[config.mk]
export PLATFORM = sky130hd
export DESIGN_NAME = alu_issue_stage
export DESIGN_NICKNAME = d
export VERILOG_FILES = /design/src/rtl/alu_pkg.sv /design/src/rtl/alu_cmd_fifo.sv /design/src/rtl/alu_issue_stage.sv
export SDC_FILE = /design/constraint.sdc
export NUM_CORES = 1
export LEC_CHECK = 0
export BUFFER_PORTS_ARGS = -buffer_cell sky130_fd_sc_hd__buf_2
export CORE_MARGIN = 2
export CORE_UTILIZATION = 40
export DETAILED_ROUTE_END_ITERATION = 6
export SLEW_MARGIN = 40
export SYNTH_ARGS = -nofsm -noshare
export SYNTH_HDL_FRONTEND = slang
export SYNTH_HIERARCHICAL = 1
export SYNTH_SLANG_ARGS = --single-unit
[constraint.sdc]
create_clock -name clk -period 3.3 [get_ports clk]
set_clock_uncertainty 0.2 [all_clocks]
set_input_delay 0.33 -clock clk [delete_from_list [all_inputs] [get_ports clk]]
set_output_delay 0.33 -clock clk [all_outputs]
set_load 0.1 [all_outputs]
[src/rtl/alu_pkg.sv]
// Shared types and constants for the ALU issue stage and its command FIFO.
package alu_pkg;

   localparam int OPW  = 4;
   localparam int RESW = 8;

   localparam logic [2:0] ADD  = 3'b000;
   localparam logic [2:0] SUB  = 3'b001;
   localparam logic [2:0] MUL  = 3'b010;
   localparam logic [2:0] AND  = 3'b011;
   localparam logic [2:0] OR   = 3'b100;
   localparam logic [2:0] NOT  = 3'b101;
   localparam logic [2:0] XOR  = 3'b110;
   localparam logic [2:0] XNOR = 3'b111;

   typedef enum logic [1:0] {
      IDLE = 2'b00,
      EXEC = 2'b01,
      DONE = 2'b10
   } state_t;

   typedef struct packed {
      logic [OPW-1:0] opa;
      logic [OPW-1:0] opb;
      logic [2:0]     opcode;
      logic           chain;
   } alu_cmd_t;

   localparam int CMDW = $bits(alu_cmd_t);

   // Zero flag of a captured result.
   function automatic logic res_is_zero(input logic [RESW-1:0] v);
      return (v == 8'h00);
   endfunction

   // High-nibble flag: carry, borrow or upper product bits present.
   function automatic logic res_has_hi(input logic [RESW-1:0] v);
      return |v[RESW-1:OPW];
   endfunction

endpackage

[src/rtl/alu_cmd_fifo.sv]
// Synchronous command FIFO; head is presented on rdata while non-empty.
module alu_cmd_fifo
   import alu_pkg::*;
#(
   parameter int DEPTH = 4,
   parameter int W     = CMDW
) (
   input  logic                     clk,
   input  logic                     rst_n,
   input  logic                     push,
   input  logic                     pop,
   input  logic [W-1:0]             wdata,
   output logic [W-1:0]             rdata,
   output logic [$clog2(DEPTH):0]   count,
   output logic                     full,
   output logic                     empty
);

   localparam int AW = $clog2(DEPTH);
   localparam logic [AW:0]   DEPTH_CNT = (AW+1)'(DEPTH);
   localparam logic [AW:0]   CNT_ONE   = (AW+1)'(1'b1);
   localparam logic [AW-1:0] PTR_ONE   = AW'(1'b1);

   logic [W-1:0]  mem_r [DEPTH];
   logic [AW-1:0] wptr_r;
   logic [AW-1:0] rptr_r;
   logic [AW:0]   count_r;
   logic          do_push_s;
   logic          do_pop_s;

   assign full      = (count_r == DEPTH_CNT);
   assign empty     = (count_r == {(AW+1){1'b0}});
   assign count     = count_r;
   assign rdata     = mem_r[rptr_r];
   assign do_push_s = push && !full;
   assign do_pop_s  = pop && !empty;

   // Pointer and occupancy bookkeeping; pointers wrap naturally at DEPTH.
   always_ff @(posedge clk) begin
      if (!rst_n) begin
         wptr_r  <= {AW{1'b0}};
         rptr_r  <= {AW{1'b0}};
         count_r <= {(AW+1){1'b0}};
      end else begin
         if (do_push_s) begin
            wptr_r <= wptr_r + PTR_ONE;
         end
         if (do_pop_s) begin
            rptr_r <= rptr_r + PTR_ONE;
         end
         case ({do_push_s, do_pop_s})
            2'b10:   count_r <= count_r + CNT_ONE;
            2'b01:   count_r <= count_r - CNT_ONE;
            default: count_r <= count_r;
         endcase
      end
   end

   // Storage array; contents need no reset because occupancy gates reads.
   always_ff @(posedge clk) begin
      if (do_push_s) begin
         mem_r[wptr_r] <= wdata;
      end
   end

endmodule

[src/rtl/alu_issue_stage.sv]
// Issue stage in front of the combinational ALU: buffers commands, issues one
// at a time through registered operands, captures the result with flags.
module alu_issue_stage
   import alu_pkg::*;
#(
   parameter int DEPTH = 4
) (
   input  logic                   clk,
   input  logic                   rst_n,
   input  logic                   cmd_valid,
   output logic                   cmd_ready,
   input  logic [3:0]             cmd_opA,
   input  logic [3:0]             cmd_opB,
   input  logic [2:0]             cmd_opcode,
   input  logic                   cmd_chain,
   output logic [3:0]             alu_opA,
   output logic [3:0]             alu_opB,
   output logic [2:0]             alu_opcode,
   input  logic [7:0]             alu_result,
   output logic                   res_valid,
   input  logic                   res_ready,
   output logic [7:0]             res_data,
   output logic [2:0]             res_opcode,
   output logic                   res_zero,
   output logic                   res_hi,
   output logic [$clog2(DEPTH):0] fifo_count
);

   state_t          state_r;
   state_t          state_nxt_s;
   logic            push_s;
   logic            pop_s;
   logic            capture_s;
   logic            fifo_full_s;
   logic            fifo_empty_s;
   alu_cmd_t        wcmd_s;
   alu_cmd_t        head_s;
   logic [CMDW-1:0] head_bits_s;

   logic [OPW-1:0]  alu_opa_r;
   logic [OPW-1:0]  alu_opb_r;
   logic [2:0]      alu_opcode_r;
   logic [RESW-1:0] res_data_r;
   logic [2:0]      res_opcode_r;
   logic            res_zero_r;
   logic            res_hi_r;
   logic [RESW-1:0] last_result_r;

   assign wcmd_s    = '{opa: cmd_opA, opb: cmd_opB, opcode: cmd_opcode, chain: cmd_chain};
   assign head_s    = alu_cmd_t'(head_bits_s);
   // Full is a decode of the registered count, so a same-cycle pop never opens the door.
   assign cmd_ready = !fifo_full_s;
   assign push_s    = cmd_valid && cmd_ready;
   assign res_valid = (state_r == DONE);

   alu_cmd_fifo #(
      .DEPTH (DEPTH),
      .W     (CMDW)
   ) u_fifo (
      .clk   (clk),
      .rst_n (rst_n),
      .push  (push_s),
      .pop   (pop_s),
      .wdata (wcmd_s),
      .rdata (head_bits_s),
      .count (fifo_count),
      .full  (fifo_full_s),
      .empty (fifo_empty_s)
   );

   // Next-state and pop/capture decode for the IDLE/EXEC/DONE sequencer.
   always_comb begin
      state_nxt_s = state_r;
      pop_s       = 1'b0;
      capture_s   = 1'b0;
      case (state_r)
         IDLE: begin
            if (!fifo_empty_s) begin
               state_nxt_s = EXEC;
               pop_s       = 1'b1;
            end else begin
               state_nxt_s = IDLE;
            end
         end
         EXEC: begin
            state_nxt_s = DONE;
            capture_s   = 1'b1;
         end
         DONE: begin
            if (res_ready) begin
               if (!fifo_empty_s) begin
                  state_nxt_s = EXEC;
                  pop_s       = 1'b1;
               end else begin
                  state_nxt_s = IDLE;
               end
            end else begin
               state_nxt_s = DONE;
            end
         end
         default: begin
            state_nxt_s = IDLE;
         end
      endcase
   end

   // Sequencer state register.
   always_ff @(posedge clk) begin
      if (!rst_n) begin
         state_r <= IDLE;
      end else begin
         state_r <= state_nxt_s;
      end
   end

   // Operand registers feeding the ALU; chained commands take A from the last result.
   always_ff @(posedge clk) begin
      if (!rst_n) begin
         alu_opa_r    <= 4'h0;
         alu_opb_r    <= 4'h0;
         alu_opcode_r <= 3'b000;
      end else if (pop_s) begin
         alu_opa_r    <= head_s.chain ? last_result_r[OPW-1:0] : head_s.opa;
         alu_opb_r    <= head_s.opb;
         alu_opcode_r <= head_s.opcode;
      end
   end

   // Result capture at the end of EXEC, with flags registered alongside the data.
   always_ff @(posedge clk) begin
      if (!rst_n) begin
         res_data_r    <= 8'h00;
         res_opcode_r  <= 3'b000;
         res_zero_r    <= 1'b1;
         res_hi_r      <= 1'b0;
         last_result_r <= 8'h00;
      end else if (capture_s) begin
         res_data_r    <= alu_result;
         res_opcode_r  <= alu_opcode_r;
         res_zero_r    <= res_is_zero(alu_result);
         res_hi_r      <= res_has_hi(alu_result);
         last_result_r <= alu_result;
      end
   end

   assign alu_opA    = alu_opa_r;
   assign alu_opB    = alu_opb_r;
   assign alu_opcode = alu_opcode_r;
   assign res_data   = res_data_r;
   assign res_opcode = res_opcode_r;
   assign res_zero   = res_zero_r;
   assign res_hi     = res_hi_r;

endmodule
==> flow_summary.yaml <==
outcome:
  status: "finished, final reports clean"
worst_setup_path:
  r2r_cells: 10
  path_class: "reg -> reg"
  endpoint: "u_fifo/count[2]"
  timing.rr.end: "u_fifo/count[2]"
  path_buf_inv: 1
  path_cells: "nor3_2, or2_1, nor2_8, nor2b_1, ha_1, inv_1, fa_1, xor2_1, or3_1, a21boi_1"
  endpoint_kind: "register"
  worstPathMaxFanout: 9
  ff2ff_setup_slack_ps: 460
  critPathRequiredTime_ps: 3380
  crit_path_start_kind: "register"
  crit_slowest_cell: "dfxtp_2"
  critical_path_arrival_ps: 2910
  critical_path.top_delay_family: "simple AND/OR/NAND/NOR gates"
  startpoint: "u_fifo/count[0]"
  slowest_delay_ps: 390
  cp_num_cells: 10
  worstReg2RegStart: "u_fifo/count[0]"
clocking:
  cts_tree: "done"
  cts_made_buffers: 9
  path_clk_slew_ps: 80
  cts_resized: 0
  clkSinkCount: 83
  cts_buffer_depth: 2
  cts-root-buf: "clkbuf_8"
  postCtsSetupBuffers: 0
  h-tree-depth: 3
  clk_latency_ps: 350
floorplan:
  top_level_ports: 53
  die_w_microns: 94.51
  core_area_sq_um: 8093
  initial_core_util: 0.4049
  fp-row-count: 33
  die_area_sq_um: 8932
  die_h_microns: 94.51
finish:
  diodes: 0
  fin_util: 0.4886
  nets: 332
  drive_gt1_frac: 0.3094
  syn_to_final_growth_pct: 20.66
placed_design:
  place_worst_setup_slack_ps: 489.4
  routabilityCongestion: 0.7035
  dp_hpwl_microns: 4210
  port_buffers: 52
pwr:
  p_comb_frac: 0.440
  p_leak_uw: 0.001443
  switching_share: 0.4487
  irDropWorstVdd_v: 0.0003405
  p_seq_frac: 0.361
  clockPowerShare: 0.199
  intPower_uw: 2220
  cellPowerDensity_nw_per_um2: 1018
  p_sw_uw: 1806
sta:
  period_minus_slack_ps: 2836
  rsz0062_at_grt: "no"
  hold_violations: 0
  slew_viol_final: 0
  max_slew_margin: 0.4884
  tns_ps: 0
  fin_crit_sh: 0.8595
  max_freq_ghz: 0.3526
  fin_ws_ps: 463.6
  setup_viol: 0
  worstMarginPinSlew_ps: 762.7
synth:
  synth_top_flop_cell: "edfxtp_1"
  ys_warn_count: 6
  synthCells: 238
  synthesis.nets: 268
  syn-cell-area_sq_um: 3277
  yosys.area.top_type: "edfxtp_1"
  synthTopCellsByCount: "edfxtp_1, dfxtp_1, nand2_1"
  synth_area_leaders: "edfxtp_1, dfxtp_1, mux4_2"
  yosysMostFrequentCell: "edfxtp_1"
  ys_types: 37
  synth_edf_count: 48
  yosysTopAreaCellShare: 0.4399
  avgSynthCellArea_sq_um: 13.77
  ys_async_sr_fraction: 0
  ys_ff_latch: 83
  seq_area_frac_synth: 0.6537
drt:
  drt-pass1-iter-count: 4
  num_vias: 2020
  drtIter0Drc: 81
  ant_nets: 0
  drc: 0
  wirelength_microns: 6175
  detail_route.vias_per_cell: 4.903
  drt-wirelength-per-cell_microns: 14.99
global_routing:
  antenna_found_initial: 0
  grt_max_degree: 27
  grt_pass1_wl_microns: 9749
  grt.total_usage: 0.1494
  grt_pass1_vias: 1885
  grt-ovfl-total: 0
min_path:
  worstHoldPathCells: 1
  hold_path.class: "in -> reg"
job:
  drv_cap: 0
stage by stage:
stage | area (sq um) | instances | power [uW] | hold WS (ps)
3_5_place_dp | 3621 | 385 | 3251 | 247.0
5_1_grt | 3954 | 412 | 4257 | 13.76
2_1_floorplan | 3281 | 238 | 2962 | 228.9
6_report | 3954 | 412 | 4026 | 18.06
3_3_place_gp | 3621 | 385 | 3226 | 238.3
4_1_cts | 3944 | 411 | 4071 | 4.982
worst register-to-register path, stage by stage, from the launching register on:
cell and delay [ps]:
dfxtp_2 390, nor3_2 70, or2_1 370, nor2_8 220, nor2b_1 240, ha_1 220
inv_1 60, fa_1 370, xor2_1 160, or3_1 310, a21boi_1 160
power groups by stage:
| stage | sequential (uW) | clock (uW) | combinational (uW) |
|---|---|---|---|
| 2_1_floorplan | 2160 | 0 | 798 |
| 3_3_place_gp | 1470 | 0 | 1760 |
| 3_5_place_dp | 1480 | 0 | 1770 |
| 4_1_cts | 1460 | 826 | 1790 |
| 5_1_grt | 1480 | 888 | 1890 |
| 6_report | 1450 | 803 | 1770 |
final cells by class:
type | count | area, sq um
fill | 740 | 4139
clock buffer | 9 | 123.9
sequential | 83 | 2146
inverter | 8 | 30.03
timing repair buffer | 66 | 392.9
clock inverter | 7 | 98.84
tap | 105 | 131.4
multi-input combinational | 134 | 1031
repair_timing:
action	4_1_cts	5_1_grt
hold buffers	10	1
setup endpoints to repair	0	0
hold endpoints to repair	40	3
metal layers:
layer,vias to the layer above,wire (microns),GRT usage
met4,0,162,0.07729
met3,11,331,0.03751
met2,58,2891,0.2238
met5,-,0,0
li1,993,-,-
met1,958,2791,0.2020
how the worst min path moves through the flow:
stage | from | to | slack, ps
4_1_cts | cmd_chain | u_fifo/mem_r[3][0] | 5
3_5_place_dp | res_opcode[2] | res_opcode[2] | 250
5_1_grt | cmd_opA[2] | u_fifo/mem_r[3][10] | 10
2_1_floorplan | cmd_chain | u_fifo/mem_r[0][0] | 230
3_3_place_gp | res_zero | res_zero | 240
6_report | cmd_opA[2] | u_fifo/mem_r[3][10] | 20
cells in the final DEF (no fill, tap or decap), types with 7 or more instances in the layout:
master,count
a21oi_1,24
mux4_2,12
edfxtp_1,48
nand2_1,30
buf_2,52
nand3_1,8
dfxtp_1,32
clkbuf_8,9
dlygate4sd3_1,11
o21ai_1,7
cells by family after synthesis:
kind of cell    share of synthesized area
buf+inv                           0.03169
mux                                0.1008
simple gates                       0.1061
xor+xnor                         0.005347
fa+ha+maj                         0.02520
flops                              0.6537
compound gates                    0.07713
registers in the layout, indices dropped and copies added, names as in the netlist, 3 cells and up, named ones only:
| name | cells |
|---|---|
| u_fifo/mem_r | 48 |
| last_result_r | 8 |
| alu_opA | 4 |
| alu_opB | 4 |
| alu_opcode | 3 |
| res_opcode | 3 |
| u_fifo/count | 3 |
(Power assumes the default switching activity.)
